## src/rtl/vic_pkg.sv

```systemverilog
// vic_pkg: shared constants and types for the nested vectored interrupt
// controller (vic_nested) and its context stack (vic_ctx_stack).
//   PRIO_W / PC_W / CC_W : datapath widths; ctx_t is built from these.
//   GCTRL_ADDR           : register address of the global control register.
//   IDLE_PRIO            : current-priority encoding when no handler runs
//                          (MSB set = below every real level).
//   ST_*                 : FSM state codes; state_e names them.
//   ctx_t                : one saved context {pc, ccodes, prio}.
package vic_pkg;

  localparam int PRIO_W     = 3;
  localparam int PC_W       = 32;
  localparam int CC_W       = 4;
  localparam int GCTRL_ADDR = 0;

  localparam logic [PRIO_W:0] IDLE_PRIO = {1'b1, {PRIO_W{1'b0}}};

  localparam logic [1:0] ST_IDLE   = 2'd0;
  localparam logic [1:0] ST_ENTER  = 2'd1;
  localparam logic [1:0] ST_RETURN = 2'd2;

  typedef enum logic [1:0] {
    IDLE   = ST_IDLE,
    ENTER  = ST_ENTER,
    RETURN = ST_RETURN
  } state_e;

  typedef struct packed {
    logic [PC_W-1:0]   pc;
    logic [CC_W-1:0]   ccodes;
    logic [PRIO_W:0]   prio;
  } ctx_t;

  // True when a source priority strictly outranks the running priority.
  // An idle current priority (MSB set) is outranked by every level.
  function automatic logic outranks(input logic [PRIO_W-1:0] p,
                                    input logic [PRIO_W:0]   cur);
    return cur[PRIO_W] || ({1'b0, p} > cur);
  endfunction

endpackage

```

## src/rtl/vic_nested_if.sv

```systemverilog
// vic_nested_if: core/bus-side signals of the nested VIC.
//   slave  : the controller (inputs i_*, outputs o_*).
//   master : the core / register bus / interrupt lines driving it.
// Register bus: i_VIC_regaddr, i_VIC_data, i_VIC_we, o_VIC_data (comb read).
// Core side   : i_PC, i_CCodes, i_reti in; o_VIC_ctrl, o_VIC_iaddr, o_CCodes out.
// Sources     : i_ext[NUM_SRC-1:0], source k is i_ext[k-1].
interface vic_nested_if
  import vic_pkg::*;
#(
  parameter int NUM_SRC = 31
);
  localparam int AW = $clog2(NUM_SRC + 1);

  logic [PC_W-1:0]    i_PC;
  logic [PRIO_W:0]    i_VIC_data;
  logic [AW-1:0]      i_VIC_regaddr;
  logic               i_VIC_we;
  logic [NUM_SRC-1:0] i_ext;
  logic               i_reti;
  logic [CC_W-1:0]    i_CCodes;
  logic [CC_W-1:0]    o_CCodes;
  logic [PRIO_W:0]    o_VIC_data;
  logic [PC_W-1:0]    o_VIC_iaddr;
  logic               o_VIC_ctrl;

  modport master (
    output i_PC, i_VIC_data, i_VIC_regaddr, i_VIC_we, i_ext, i_reti, i_CCodes,
    input  o_CCodes, o_VIC_data, o_VIC_iaddr, o_VIC_ctrl
  );

  modport slave (
    input  i_PC, i_VIC_data, i_VIC_regaddr, i_VIC_we, i_ext, i_reti, i_CCodes,
    output o_CCodes, o_VIC_data, o_VIC_iaddr, o_VIC_ctrl
  );

endinterface

```

## src/rtl/vic_ctx_stack.sv

```systemverilog
// vic_ctx_stack: DEPTH-entry LIFO of saved interrupt contexts.
//   clk, rst  : clock, synchronous active-low reset (empties and clears).
//   push, din : store din on top (ignored when full).
//   pop       : discard top (ignored when empty).
//   top       : current top entry; meaningful only while depth != 0.
//   depth     : number of stored entries; full = (depth == DEPTH).
// The controller never pushes and pops in the same cycle.
module vic_ctx_stack
  import vic_pkg::*;
#(
  parameter int DEPTH = 4
) (
  input  logic                       clk,
  input  logic                       rst,
  input  logic                       push,
  input  logic                       pop,
  input  ctx_t                       din,
  output ctx_t                       top,
  output logic [$clog2(DEPTH+1)-1:0] depth,
  output logic                       full
);
  localparam int DW = $clog2(DEPTH + 1);
  localparam int IW = (DEPTH > 1) ? $clog2(DEPTH) : 1;

  ctx_t mem [DEPTH];

  always_ff @(posedge clk) begin
    if (!rst) begin
      depth <= '0;
      // NOTE: the stack storage is cleared on reset too, so a reset taken
      // mid-handler leaves no stale context that could ever be popped back.
      for (int i = 0; i < DEPTH; i++) mem[i] <= '0;
    end else if (push && !full) begin
      mem[depth[IW-1:0]] <= din;
      depth              <= depth + 1'b1;
    end else if (pop && depth != '0) begin
      depth <= depth - 1'b1;
    end
  end

  assign top  = mem[IW'(depth - 1'b1)];
  assign full = (depth == DW'(DEPTH));

endmodule

```

## src/rtl/vic_nested.sv

```systemverilog
// vic_nested: nested vectored interrupt controller.
//   clk  : system clock, rising edge.
//   rst  : synchronous active-low reset.
//   bus  : vic_nested_if.slave -- register bus, interrupt lines, core side.
// Registers: addr 0 GCTRL {stack_full, 0.., level_mode, global_enable};
//            addr k (1..NUM_SRC) SRCk {enable, prio}.
// Entry pushes {i_PC, i_CCodes, old priority} and pulses o_VIC_ctrl with
// o_VIC_iaddr = VEC_BASE + k*VEC_STRIDE; i_reti pops and pulses o_VIC_ctrl
// with the saved PC and condition codes.
// Optional: `define VIC_LEVEL_TRIG_EN adds GCTRL bit1 (level-triggered mode).
module vic_nested
  import vic_pkg::*;
#(
  parameter int              NUM_SRC    = 31,
  parameter int              DEPTH      = 4,
  parameter logic [PC_W-1:0] VEC_BASE   = 32'h0000_0100,
  parameter int              VEC_STRIDE = 4
) (
  input logic         clk,
  input logic         rst,
  vic_nested_if.slave bus
);
  localparam int AW = $clog2(NUM_SRC + 1);
  localparam int DW = $clog2(DEPTH + 1);

  logic [PRIO_W:0]    src_cfg [1:NUM_SRC];
  logic               gen_q;
  logic               lvl;
  logic [NUM_SRC:1]   pend_q, pend_nx, pend_eff;
  logic [NUM_SRC-1:0] ext_q;
  logic [PRIO_W:0]    cur_prio;
  logic [1:0]         state;
  logic               ctrl_q;
  logic [PC_W-1:0]    iaddr_q;
  logic [CC_W-1:0]    cc_q;

  logic               win_vld;
  logic [AW-1:0]      win_idx;
  logic [PRIO_W-1:0]  win_prio;
  logic               take, ret_go, full, cfg_hit;
  logic [DW-1:0]      depth;
  ctx_t               push_ctx, top_ctx;
  logic [PRIO_W:0]    gctrl_rd;

`ifdef VIC_LEVEL_TRIG_EN
  logic lvl_q;
  assign lvl      = lvl_q;
  assign pend_eff = lvl_q ? bus.i_ext : pend_q;
`else
  assign lvl      = 1'b0;
  assign pend_eff = pend_q;
`endif

  assign cfg_hit  = (bus.i_VIC_regaddr != '0) && (int'(bus.i_VIC_regaddr) <= NUM_SRC);
  assign ret_go   = (state == ST_IDLE) && bus.i_reti && (depth != '0);
  assign take     = (state == ST_IDLE) && !ret_go && win_vld;
  assign push_ctx = '{pc: bus.i_PC, ccodes: bus.i_CCodes, prio: cur_prio};

  vic_ctx_stack #(.DEPTH(DEPTH)) u_stack (
    .clk   (clk),
    .rst   (rst),
    .push  (take),
    .pop   (ret_go),
    .din   (push_ctx),
    .top   (top_ctx),
    .depth (depth),
    .full  (full)
  );

  // Highest priority wins; the strict '>' keeps the lowest index on ties.
  always_comb begin
    // NOTE: every combinational output gets a default before any branch so
    // no path leaves it unassigned (which would infer a latch); blocking '='
    // is used here because later loop iterations must see earlier results.
    win_vld  = 1'b0;
    win_idx  = '0;
    win_prio = '0;
    for (int k = 1; k <= NUM_SRC; k++) begin
      if (pend_eff[k] && src_cfg[k][PRIO_W] && gen_q && !full &&
          outranks(src_cfg[k][PRIO_W-1:0], cur_prio) &&
          (!win_vld || src_cfg[k][PRIO_W-1:0] > win_prio)) begin
        win_vld  = 1'b1;
        win_idx  = AW'(k);
        win_prio = src_cfg[k][PRIO_W-1:0];
      end
    end
  end

  // Pending bits: rising edges set; taking a source or disabling it clears.
  always_comb begin
    pend_nx = pend_q | (bus.i_ext & ~ext_q);
    if (take) pend_nx[win_idx] = 1'b0;
    if (bus.i_VIC_we && cfg_hit && !bus.i_VIC_data[PRIO_W])
      pend_nx[bus.i_VIC_regaddr] = 1'b0;
  end

  always_comb begin
    gctrl_rd         = '0;
    gctrl_rd[PRIO_W] = full;
    gctrl_rd[1]      = lvl;
    gctrl_rd[0]      = gen_q;
    bus.o_VIC_data   = '0;
    if (bus.i_VIC_regaddr == AW'(GCTRL_ADDR)) bus.o_VIC_data = gctrl_rd;
    else if (cfg_hit)                         bus.o_VIC_data = src_cfg[bus.i_VIC_regaddr];
  end

  // NOTE: all state below uses non-blocking '<=' so every register samples
  // pre-edge values regardless of statement order within the block.
  always_ff @(posedge clk) begin
    if (!rst) begin
      gen_q    <= 1'b0;
`ifdef VIC_LEVEL_TRIG_EN
      lvl_q    <= 1'b0;
`endif
      pend_q   <= '0;
      ext_q    <= '0;
      cur_prio <= IDLE_PRIO;
      state    <= ST_IDLE;
      ctrl_q   <= 1'b0;
      iaddr_q  <= '0;
      cc_q     <= '0;
      for (int k = 1; k <= NUM_SRC; k++) src_cfg[k] <= '0;
    end else begin
      ext_q  <= bus.i_ext;
      pend_q <= pend_nx;
      ctrl_q <= 1'b0;

      if (bus.i_VIC_we) begin
        if (bus.i_VIC_regaddr == AW'(GCTRL_ADDR)) begin
          gen_q <= bus.i_VIC_data[0];
`ifdef VIC_LEVEL_TRIG_EN
          lvl_q <= bus.i_VIC_data[1];
`endif
        end else if (cfg_hit) begin
          src_cfg[bus.i_VIC_regaddr] <= bus.i_VIC_data;
        end
      end

      // ENTER and RETURN last one cycle, which keeps o_VIC_ctrl from ever
      // being high two cycles in a row.
      case (state)
        ST_IDLE: begin
          if (ret_go) begin
            state    <= ST_RETURN;
            ctrl_q   <= 1'b1;
            iaddr_q  <= top_ctx.pc;
            cc_q     <= top_ctx.ccodes;
            cur_prio <= top_ctx.prio;
          end else if (take) begin
            state    <= ST_ENTER;
            ctrl_q   <= 1'b1;
            iaddr_q  <= VEC_BASE + PC_W'(win_idx) * PC_W'(VEC_STRIDE);
            cur_prio <= {1'b0, win_prio};
          end
        end
        default: state <= ST_IDLE;
      endcase
    end
  end

  assign bus.o_VIC_ctrl  = ctrl_q;
  assign bus.o_VIC_iaddr = iaddr_q;
  assign bus.o_CCodes    = cc_q;

endmodule

```

## src/flat_wrapper.sv

```systemverilog
// flat-port wrapper written by rule: the top's interface ports become plain ports
module vic_nested_flat import vic_pkg::*;
#(
  parameter int              NUM_SRC    = 31,
  parameter int              DEPTH      = 4,
  parameter logic [PC_W-1:0] VEC_BASE   = 32'h0000_0100,
  parameter int              VEC_STRIDE = 4
)
  (clk, rst, bus_i_PC, bus_i_VIC_data, bus_i_VIC_regaddr, bus_i_VIC_we, bus_i_ext, bus_i_reti, bus_i_CCodes, bus_o_CCodes, bus_o_VIC_data, bus_o_VIC_iaddr, bus_o_VIC_ctrl);
  vic_nested_if #(.NUM_SRC(NUM_SRC)) bus_i ();
  input logic clk;
  input logic rst;
  input wire logic [$bits(bus_i.i_PC)-1:0] bus_i_PC;
  input wire logic [$bits(bus_i.i_VIC_data)-1:0] bus_i_VIC_data;
  input wire logic [$bits(bus_i.i_VIC_regaddr)-1:0] bus_i_VIC_regaddr;
  input wire logic [$bits(bus_i.i_VIC_we)-1:0] bus_i_VIC_we;
  input wire logic [$bits(bus_i.i_ext)-1:0] bus_i_ext;
  input wire logic [$bits(bus_i.i_reti)-1:0] bus_i_reti;
  input wire logic [$bits(bus_i.i_CCodes)-1:0] bus_i_CCodes;
  output wire logic [$bits(bus_i.o_CCodes)-1:0] bus_o_CCodes;
  output wire logic [$bits(bus_i.o_VIC_data)-1:0] bus_o_VIC_data;
  output wire logic [$bits(bus_i.o_VIC_iaddr)-1:0] bus_o_VIC_iaddr;
  output wire logic [$bits(bus_i.o_VIC_ctrl)-1:0] bus_o_VIC_ctrl;
  assign bus_i.i_PC = bus_i_PC;
  assign bus_i.i_VIC_data = bus_i_VIC_data;
  assign bus_i.i_VIC_regaddr = bus_i_VIC_regaddr;
  assign bus_i.i_VIC_we = bus_i_VIC_we;
  assign bus_i.i_ext = bus_i_ext;
  assign bus_i.i_reti = bus_i_reti;
  assign bus_i.i_CCodes = bus_i_CCodes;
  assign bus_o_CCodes = bus_i.o_CCodes;
  assign bus_o_VIC_data = bus_i.o_VIC_data;
  assign bus_o_VIC_iaddr = bus_i.o_VIC_iaddr;
  assign bus_o_VIC_ctrl = bus_i.o_VIC_ctrl;
  vic_nested #(.NUM_SRC(NUM_SRC), .DEPTH(DEPTH), .VEC_BASE(VEC_BASE), .VEC_STRIDE(VEC_STRIDE)) u_core (.clk(clk), .rst(rst), .bus(bus_i));
endmodule
```

## config.mk

```make
export PLATFORM = sky130hd
export DESIGN_NAME = vic_nested_flat
export DESIGN_NICKNAME = d
export VERILOG_FILES = /design/src/rtl/vic_pkg.sv /design/src/rtl/vic_nested_if.sv /design/src/rtl/vic_ctx_stack.sv /design/src/rtl/vic_nested.sv /design/src/flat_wrapper.sv
export SDC_FILE = /design/constraint.sdc
export NUM_CORES = 1
export LEC_CHECK = 0
export ABC_AREA = 1
export CAP_MARGIN = 20
export CELL_PAD_IN_SITES_DETAIL_PLACEMENT = 0
export CELL_PAD_IN_SITES_GLOBAL_PLACEMENT = 1
export CORE_MARGIN = 2
export CORE_UTILIZATION = 29
export DETAILED_ROUTE_END_ITERATION = 8
export PLACE_DENSITY_LB_ADDON = 0.1
export SKIP_LAST_GASP = 1
export SLEW_MARGIN = 20
export SYNTH_ARGS = -nofsm -noshare
export SYNTH_HDL_FRONTEND = slang
export SYNTH_HIERARCHICAL = 1
export SYNTH_SLANG_ARGS = --single-unit
```

## constraint.sdc

```tcl
create_clock -name clk -period 37 [get_ports clk]
set_clock_uncertainty 0.05 [all_clocks]
set_input_delay 11.1 -clock clk [delete_from_list [all_inputs] [get_ports clk]]
set_output_delay 11.1 -clock clk [all_outputs]
set_load 0.02 [all_outputs]
```

After elaboration in Yosys (flattened, before gate mapping)
Memory sizes are Yosys's and may differ from the RTL's. Index checks and enable logic that the tools add are counted.

Bits in registers: 109. Memory bits (writable): 284. Bits of input ports: 80. Word-level logic and storage cells: 487. Memories kept: 2.

$add $sub $neg: 3. Order comparisons: 65. Eq/ne operators: 1. Muxes and demuxes: 126. Bitwise gates (word level): 9. Reduce and logical (&&, ||, !) cells: 271.

Memories: u_core.u_stack.mem (words 4, width 40, read ports 1, clocked after Yosys merged registers in 0, write ports 4, line vic_ctx_stack.sv:25) `ctx_t mem [DEPTH];`; u_core.src_cfg (words 31, width 4, read ports 32, clocked after Yosys merged registers in 0, write ports 31, line vic_nested.sv:26) `logic [PRIO_W:0] src_cfg [1:NUM_SRC];`.

Operators with widths (count): logical AND 1 bit (164); two-way mux 5 bit (31); > comparator 3 x 4 -> 1 bit (31); two-way mux 3 bit (33); AND 31 bit (3); NOT 31 bit (3); > comparator 3 bit (30); two-way mux 32 bit (2); two-way mux 31 bit (2); logical OR 1 bit (61); two-way mux 1 bit (47); two-way mux 40 bit (1); OR reduction 40 bit (1); zero test 1 bit (33); OR 31 bit (1); two-way mux 4 bit (5); less-than comparator 5 x 6 -> 1 bit, second input constant (2); adder 9 x 7 -> 10 bit, first input constant (1); demux 1 bit (select 5 bit) (2); greater-or-equal comparator 5 x 1 -> 1 bit, second input constant (2); AND reduction 2 bit (4); two-way mux 2 bit (3); zero test 5 bit (1); nonzero test 5 bit (1); 9 further kinds (11).

Logic depth before layout (Yosys ltp)
An unclocked memory read counts as a cell.

Depth in word-level cells: 135. Mapped depth: 312. Gate-level depth less buffers: 311.

Hierarchy
Netlist, hierarchy kept.

By module, submodules not included: vic_nested (instances 1, cells an instance 2086, area each 15952.8 um^2); vic_ctx_stack (instances 1, cells an instance 692, area each 7235.7 um^2).

Worst setup path before layout
Ideal clock, no wire load.

Kind: reg-to-reg. Start: register u_core.u_stack.depth[0]. End: memory u_core/u_stack/mem[3][0] (netlist bit) (enable). Setup time: 0.497 ns. Arrival time: 35.114 ns. Required time: 36.453 ns. Path slack: 1.338 ns. Stages on the path, launching flop included: 289. Path buffers: 3. Cells stage by stage: dfxtp_1 > buf_4 > inv_2 > buf_4 > buf_6 > ha_1 > nand2_2 > inv_1 > nor2_4 > inv_2 > nor2_4 > nand2_2 > nor2_1 > inv_1 > ha_1 > a21oi_1 > o21ai_0 > nand2_1 > (+253 left out) > ha_1 > nand2_1 > o21ai_0 > nand2_1 > nand2_1 > nand2_1 > inv_1 > nand2_1 > and2_1 > ha_1 > nand3b_1 > a32oi_1 > o21ai_1 > nand2_1 > nand2_1 > inv_1 > nand2_4 > o31ai_1.

RTL lines: start: declaration (line vic_ctx_stack.sv:19) `output logic [$clog2(DEPTH+1)-1:0] depth,`; start signal: assignment (line vic_ctx_stack.sv:35) `depth <= depth + 1'b1;`; start signal: assignment (line vic_ctx_stack.sv:37) `depth <= depth - 1'b1;`; end: declaration (line vic_ctx_stack.sv:25).

==> results.sh <==
export IMPL_cpPeakStageDelay_ns=0.74
export IMPL_irDropWorstVdd_mv=0.0418
export IMPL_rrSetupSlack_ns=3.11
export IMPL_async_reset_ff_share_pct=0
export IMPL_synthesis_area_sq_um=23200
export IMPL_yosysTopAreaCellShare_pct=37.3
export IMPL_place_congestion=0.884
export IMPL_worstPathMaxFanout=8
export IMPL_die_h_um=287
export IMPL_synth_area_mux_share_pct=0
export IMPL_drt_initial_drc_count=1332
export IMPL_synth_cell_types=56
export IMPL_grt_use_total_pct=20.5
export IMPL_cts_sinks=397
export IMPL_setup_violations=0
export IMPL_power_density_nw_per_um2=46.8
export IMPL_hold_path_class="reg -> reg"
export IMPL_numCtsBuffers=50
export IMPL_maxSlewHeadroom_pct=24.0
export IMPL_synthXorXnorAreaFrac_pct=0
export IMPL_row_count=103
export IMPL_cp_required_ns=37.41
export IMPL_h_tree_depth=2
export IMPL_yosys_area_share_simple_pct=23.8
export IMPL_clock_root_buffer="clkbuf_16"
export IMPL_dpl_worst_slack_ns=-1.15
export IMPL_yosysMostFrequentCell="nand2_1"
export IMPL_area_delta_synth_final_pct=22.3
export IMPL_synth_compound_area_share_pct=13.2
export IMPL_start_kind="register"
export IMPL_dp_cells=3887
export IMPL_fmax_mhz=29.5
export IMPL_diodes=0
export IMPL_worst_slew_pin_slew_ns=1.14
export IMPL_critPathSlowestCell="nor4_1"
export IMPL_grt_overflow=0
export IMPL_cts_tree="done"
export IMPL_clk_latency_ns=0.64
export IMPL_top_usage_layer="met2"
export IMPL_ys_seq_area_share_pct=46.7
export IMPL_synthTopCellsByArea="edfxtp_1 (37%), dfxtp_1 (9.4%), nand2_1 (9.0%)"
export IMPL_grt_pass1_vias=19839
export IMPL_core_area_sq_um=79100
export IMPL_min_period_ns=33.89
export IMPL_hold_violations=0
export IMPL_period_share_pct=91.6
export IMPL_status="completed"
export IMPL_dieArea_sq_um=82200
export IMPL_met3_usage_pct=2.57
export IMPL_synth_flop_cell="edfxtp_1"
export IMPL_dr_pass1_iters=7
export IMPL_synth_top_family_by_area="simple AND/OR/NAND/NOR gates"
export IMPL_power_mw=1.33
export IMPL_dpl_instance_area_sq_um=25600
export IMPL_initial_core_util_pct=29.3
export IMPL_final_cell_count_no_fill=4028
export IMPL_drc=0
export IMPL_numPortBuffers=120
export IMPL_synthCells=2778
export IMPL_chipWidth_um=287
export IMPL_ff2ff_path_depth=292
export IMPL_grt_max_degree=87
export IMPL_num_nets_final=3181
export IMPL_design_area_sq_um=28400
export IMPL_vias=19975
export IMPL_min_path_cells=2
export IMPL_ys_warn_count=6
export IMPL_finalMaxSlewViolations=0
export IMPL_p_leak_nw=12.7
export IMPL_endpoint_kind="register"
export IMPL_path_class="reg -> reg"
export IMPL_drtAntennaViolNets=0
export IMPL_synthAdderAreaFrac_pct=8.85
export IMPL_fillCellCount=8334
export IMPL_wirelength_mm=87.0
export IMPL_via_per_inst=4.96
export IMPL_setup_ws_ns=3.11
export IMPL_grt_pass1_wl_mm=127
export IMPL_wl_per_cell_um=21.6
export IMPL_clockBufferDepth=3
export IMPL_max_cap_violations=0
export IMPL_multi_input_area_sq_um=11100
export IMPL_ioPinCount=121
export IMPL_holdBufCountCts=0
export IMPL_synth_edf_count=288
export IMPL_path_clk_slew_ns=0.06
export IMPL_ys_top_cells_by_count="nand2_1 (556), nor2_1 (440), inv_1 (301), edfxtp_1 (288), o21ai_0 (245)"
export IMPL_synth_seq_cells=397
export IMPL_antenna_found_initial=0
export IMPL_postSynthAreaPerCell_sq_um=8.35
export IMPL_cp_common_cell="nand2_1"
export IMPL_drive_above_1_share_pct=13.3
export IMPL_crit_arrival_ns=34.29
export IMPL_synth_top_cell_by_area="edfxtp_1"
export IMPL_grt_use_met2_pct=35.7
export IMPL_hpwl_mm=57.3
export IMPL_use_met1_pct=27.1
export IMPL_seqCellArea_sq_um=10800
[cell families after synthesis]
logic type,count (synthesis)
other,1
buffers and inverters,428
AND/OR/NAND/NOR,1261
flip-flops,397
AO/OA/AOI/OAI,527
adder cells (fa/ha/maj),164
[report_power, final]
| part | total, mW | internal [mW] | switching (mW) |
|---|---|---|---|
| logic | 0.278 | 0.0923 | 0.186 |
| registers | 0.526 | 0.508 | 0.0187 |
| clock network | 0.523 | 0.312 | 0.212 |
[worst max-delay path: cells and delay by family, from the launching register on]
family / cells / cell delay [ns]
buffers and inverters: 36 / 2.10
AND/OR/NAND/NOR: 154 / 13.74
flip-flops: 1 / 0.47
AO/OA/AOI/OAI: 71 / 8.30
adder cells (fa/ha/maj): 31 / 9.11
[path summary, 6_finish.rpt]
path	start	endpoint
worst max register to register	u_core/src_cfg[1][1]$_SDFFCE_PN0P_	u_core/bus.o_VIC_iaddr[5]$_SDFFE_PN0P_
worst max-delay path	u_core/src_cfg[1][1]$_SDFFCE_PN0P_	u_core/bus.o_VIC_iaddr[5]$_SDFFE_PN0P_
worst min-delay path	u_core/bus.o_VIC_iaddr[2]$_SDFFE_PN0P_	u_core/bus.o_VIC_iaddr[2]$_SDFFE_PN0P_
worst min register to register	u_core/bus.o_VIC_iaddr[2]$_SDFFE_PN0P_	u_core/bus.o_VIC_iaddr[2]$_SDFFE_PN0P_
[state kept, by name, indices dropped and copies added, names as in the netlist]
register                flops
u_core/u_stack/mem        160
u_core/src_cfg            128
u_core/bus.o_VIC_iaddr     32
u_core/ext_q               31
u_core/pend_eff            31
u_core/bus.o_CCodes         4
u_core/cur_prio             4
u_core/u_stack/depth        3
u_core/state                2
u_core/bus.o_VIC_ctrl       1
u_core/gen_q                1
[metrics by stage]
| step | TNS (ns) | utilization, % | hold slack [ns] |
|---|---|---|---|
| final | 0 | 35.8 | 0.431 |
| after global routing | -9.84 | 35.8 | 0.448 |
| after CTS | 0 | 34.7 | 0.436 |
| after detailed placement | -324.51 | 32.3 | 0.418 |
| after global placement | 0 | 32.3 | 0.406 |
| after floorplan | 0 | - | 0.415 |
[cell usage in the layout, fill, tap and decap left out, types with 7 or more instances in the layout]
cell               n
nand2_1          532
nor2_1           425
inv_1            290
edfxtp_1         288
o21ai_0          168
ha_1             158
nand3_1          120
clkdlybuf4s50_1  119
a21oi_1          113
dfxtp_1          105
buf_4             62
o22ai_1           61
o21ai_1           59
clkbuf_16         57
nand2_2           55
nand2_4           40
a22oi_1           32
inv_2             29
nand3_2           27
a32o_1            26
o21ai_2           19
clkinv_2          11
nor2_4            10
buf_6             10
nor2_2            10
a31oi_1           10
clkinv_1           9
nor3_1             8
bufinv_16          7
or2_2              7
[what timing repair did]
action,CTS,global route
endpoints found under the setup margin,391,392
buffers inserted,3,33
gates cloned,1,11
pin swaps,2,28
resized for setup,36,166
[cell type report]
class | count | area share [%]
Clock buffer | 62 | 4.78
Clock inverter | 31 | 1.43
Inverter | 326 | 4.34
Multi-Input combinational cell | 1958 | 39.2
Sequential cell | 397 | 38.2
Tap cell | 1050 | 4.63
Timing Repair Buffer | 204 | 7.36
[layer usage]
layer,up-vias,part of all wire (%)
met5,-,0
met3,107,4.1
met4,0,2.1
li1,9708,-
met1,9707,45
met2,453,49
Note: power is estimated with default switching activity, not from simulation.
==> patch 1, RTL diff (config.mk and constraints unchanged) <==
Add a define of `VIC_LEVEL_TRIG_EN`.
--- a/src/rtl/vic_nested.sv
+++ b/src/rtl/vic_nested.sv
@@ -8,6 +8,8 @@
 // o_VIC_iaddr = VEC_BASE + k*VEC_STRIDE; i_reti pops and pulses o_VIC_ctrl
 // with the saved PC and condition codes.
 // Optional: `define VIC_LEVEL_TRIG_EN adds GCTRL bit1 (level-triggered mode).
+`define VIC_LEVEL_TRIG_EN
+
 module vic_nested
   import vic_pkg::*;
 #(
Check against the original RTL: not settled (the Yosys comparison gave no result); the edit may change what the design does.
==> patch 1 against the original RTL <==
  * The flow now finishes with violations (setup timing)
  * Area after synthesis rose by 2.7%
  * Total power fell by 2.3%
  * Sequential cell count rose by 1
  * Maximum frequency fell by 19%
  * Worst setup slack got worse by 8.1 ns
  * Final cell count rose by 9.3%
  * Die area rose by 2.6%
  * Sequential share of layout area fell by 4.5 points
  * Worst hold slack got worse by 0.0080 ns
  * Cell area rose by 14%
  * Wire length rose by 4.2%
  * Count of clock-buffer cells in the layout rose by 11
  * Synthesized cell count rose by 2.2%
  * Global-route usage rose by 0.23 points
  * Highest routed layer is now met5
==> patch 1: results (changes against the original RTL) <==
final setup margin -4.98 ns (-8.09 ns); Total Nets Final 3538 (+11%); initial antenna violation count 2 (+2); met1 Resource Use GR 0.268 (-0.00301); first-pass GRT wire length 133000 µm (+5.1%); status finished, violations left; hold wc startpoint u_core/bus.o_VIC_iaddr[4]; Critical-path top delay cell ha_1; synth unique cells 66 (+18%); pre-CTS setup slack -6.82 ns (-5.67 ns); peak supply drop 32.8 µV (-21%); GP Congestion 0.816 (-7.7%); Net Sw Power 0.411 mW (-1.3%); Int Pwr 0.887 mW (-2.7%); GR Util All Layers 0.207 (+0.00230); Post-CTS Setup Bufs 77 (+74); layout cells sized above 1 0.268 (+0.135); Post-synth top cells nand2_1 (525), nor2_1 (456), inv_1 (336); failing checks setup timing; Worst Setup SP bus_i_ext[0]; Adder-Cell Fraction of Synth Area 0.0862 (-0.00229); Worst EP arrival 42.23 ns (+7.94 ns); final setup violation count 392 (+392); Num CTS Buffers 48 (-4.0%); Compound-Gate Fraction of Synth Area 0.141 (+0.00895)
[patch 1: changes by cell type after synthesis, sizes merged, moves of 9 or more]
cell / delta
nor3: +17
a21oi: -14
inv: +28
nand2: -16
clkbuf: +11
a211oi: +9
nand3: -24
nor2: +17
o211ai: +34
[patch 1: worst paths after layout]
kind	depth (start not counted)	slack, ns	to
setup / recovery	294	-4.98	u_core/u_stack/mem[3][39]
hold / removal	2	0.42	u_core/bus.o_VIC_iaddr[4]
setup reg to reg	296	4.01	u_core/u_stack/mem[3][39]
hold reg to reg	2	0.42	u_core/bus.o_VIC_iaddr[4]
[patch 1: final cells by class]
class                           count  area, µm²
Clock buffer                       73       1350
Clock inverter                     17        208
Fill cell                        8341      49500
Inverter                          354       1410
Multi-Input combinational cell   1983      12300
Sequential cell                   398      10900
Tap cell                         1070       1340
Timing Repair Buffer              509       4790
==> patch 2, RTL diff (same settings) <==
Without the edit above. Reset style: asynchronous (`rst`), changed in 2 clocked blocks. Comments in the files are not updated.
--- a/src/rtl/vic_ctx_stack.sv
+++ b/src/rtl/vic_ctx_stack.sv
@@ -24,7 +24,7 @@
 
   ctx_t mem [DEPTH];
 
-  always_ff @(posedge clk) begin
+  always_ff @(posedge clk or negedge rst) begin
     if (!rst) begin
       depth <= '0;
       // NOTE: the stack storage is cleared on reset too, so a reset taken
--- a/src/rtl/vic_nested.sv
+++ b/src/rtl/vic_nested.sv
@@ -106,7 +106,7 @@
 
   // NOTE: all state below uses non-blocking '<=' so every register samples
   // pre-edge values regardless of statement order within the block.
-  always_ff @(posedge clk) begin
+  always_ff @(posedge clk or negedge rst) begin
     if (!rst) begin
       gen_q    <= 1'b0;
 `ifdef VIC_LEVEL_TRIG_EN
Formal check against the unedited RTL: not equivalent (Yosys sat finds a counterexample within 4 cycles, from zero or initial values and one cycle with rst low; the reset may be asserted at any time).
==> patch 2 against the original RTL <==
  * Sequential cell count decreased by 4
  * Critical endpoint is now u_core/pend_eff[12]
  * Area after synthesis increased by 3.5%
  * Wire length increased by 4.8%
  * Largest cell class unchanged
  * Cell area increased by 1.3%
  * Worst setup slack got worse by 0.24 ns
  * Critical path depth decreased by 5
Power is left out: the tool's default activity adds up to more than one toggle a clock period on the data nets, which glitch-free logic cannot reach.
==> patch 2: results (changes against the original RTL) <==
Worst EP arrival 34.54 ns (+0.25 ns); WL/cell 20.8 µm (-3.9%); worst r2r path cells 287 (-1.7%); GR Layer Usage met3 0.0272 (+0.00146); cts repair resizes 21 (-42%); GP Congestion 0.899 (+1.7%); initial antenna violation count 3 (+3); dpl cell area 26400 µm² (+3.4%); M2 GR Usage 0.363 (+0.00547); Pre-antenna DRT Iters 5 (-2); met1 Resource Use GR 0.281 (+0.0106); vias per cell 4.95 (-0.22%); worst-margin pin slew 1.33 ns (+0.187 ns); first-pass GRT wire length 137000 µm (+8.4%); asr flop ratio synth 1.00 (+1.00); number of global-route vias before repair 21.8k (+9.8%); first-iteration detailed-routing DRC count 1509 (+13%); largest net degree at the start of global routing 94 (+8.0%); hold wc startpoint u_core/u_stack/mem[16]; crit-path max cell delay 0.41 ns (-0.33 ns); Total Nets Final 3528 (+11%); r2r setup slk 2.87 ns (-0.24 ns); Post-synth top cells nand2_1 (1013), dfrtp_1 (392), inv_1 (392); status completed; synth unique cells 52 (-7.1%); R2R Path Start u_core/u_stack/depth[1]; layout cells sized above 1 0.116 (-0.0173); Worst-Skew Late Latency 0.62 ns (-0.02 ns); Critical-path top delay cell dfrtp_1
==> patch 2: worst max-delay path by stage <==
stage	cells past startpoint	to	startpoint
6_report	287	u_core/pend_eff[12]	u_core/u_stack/depth[1]
5_1_grt	299	u_core/pend_eff[15]	u_core/u_stack/depth[1]
4_1_cts	290	u_core/pend_eff[9]	u_core/u_stack/depth[0]
3_5_place_dp	280	u_core/pend_eff[3]	u_core/u_stack/depth[1]
3_3_place_gp	274	u_core/pend_eff[3]	u_core/cur_prio[2]
2_1_floorplan	295	u_core/pend_eff[21]	u_core/u_stack/depth[0]
==> patch 2: cells by family (layout without fill, tap and decap cells) <==
kind of cell / after synthesis / in the layout / share of synthesized area
flip-flops: 393 / 393 / 0.410
adder cells (fa/ha/maj): 167 / 167 / 0.0871
AO/OA/AOI/OAI: 591 / 591 / 0.146
AND/OR/NAND/NOR: 1467 / 1467 / 0.270
other: 0 / 1 / 0
buffers and inverters: 509 / 703 / 0.0878
==> patch 2: metrics by stage <==
| stage | setup TNS (ns) | std cells | setup WS [ns] |
|---|---|---|---|
| final | 0 | 4392 | 2.87 |
| after global routing | -2.59 | 4392 | -0.179 |
| after CTS | -0.000284 | 4369 | -0.000284 |
| after detailed placement | -11.85 | 4274 | -0.802 |
| after global placement | 0 | 4274 | 0.716 |
| after floorplan | 0 | 3127 | 3.75 |
==> patch 2: per-layer routing <==
metal | vias up | routed length (µm)
li1 | 10600 | -
met1 | 10600 | 41800
met2 | 472 | 43200
met3 | 127 | 3800
met4 | 4 | 2440
met5 | - | 30
==> patch 2: layout make-up <==
type | count | area, µm²
fill | 8634 | 53200
multi-input combinational | 2225 | 12500
sequential | 393 | 9840
timing repair buffer | 201 | 1820
inverter | 410 | 1560
clock buffer | 76 | 1490
tap | 1070 | 1340
clock inverter | 16 | 219
antenna | 1 | 2.50
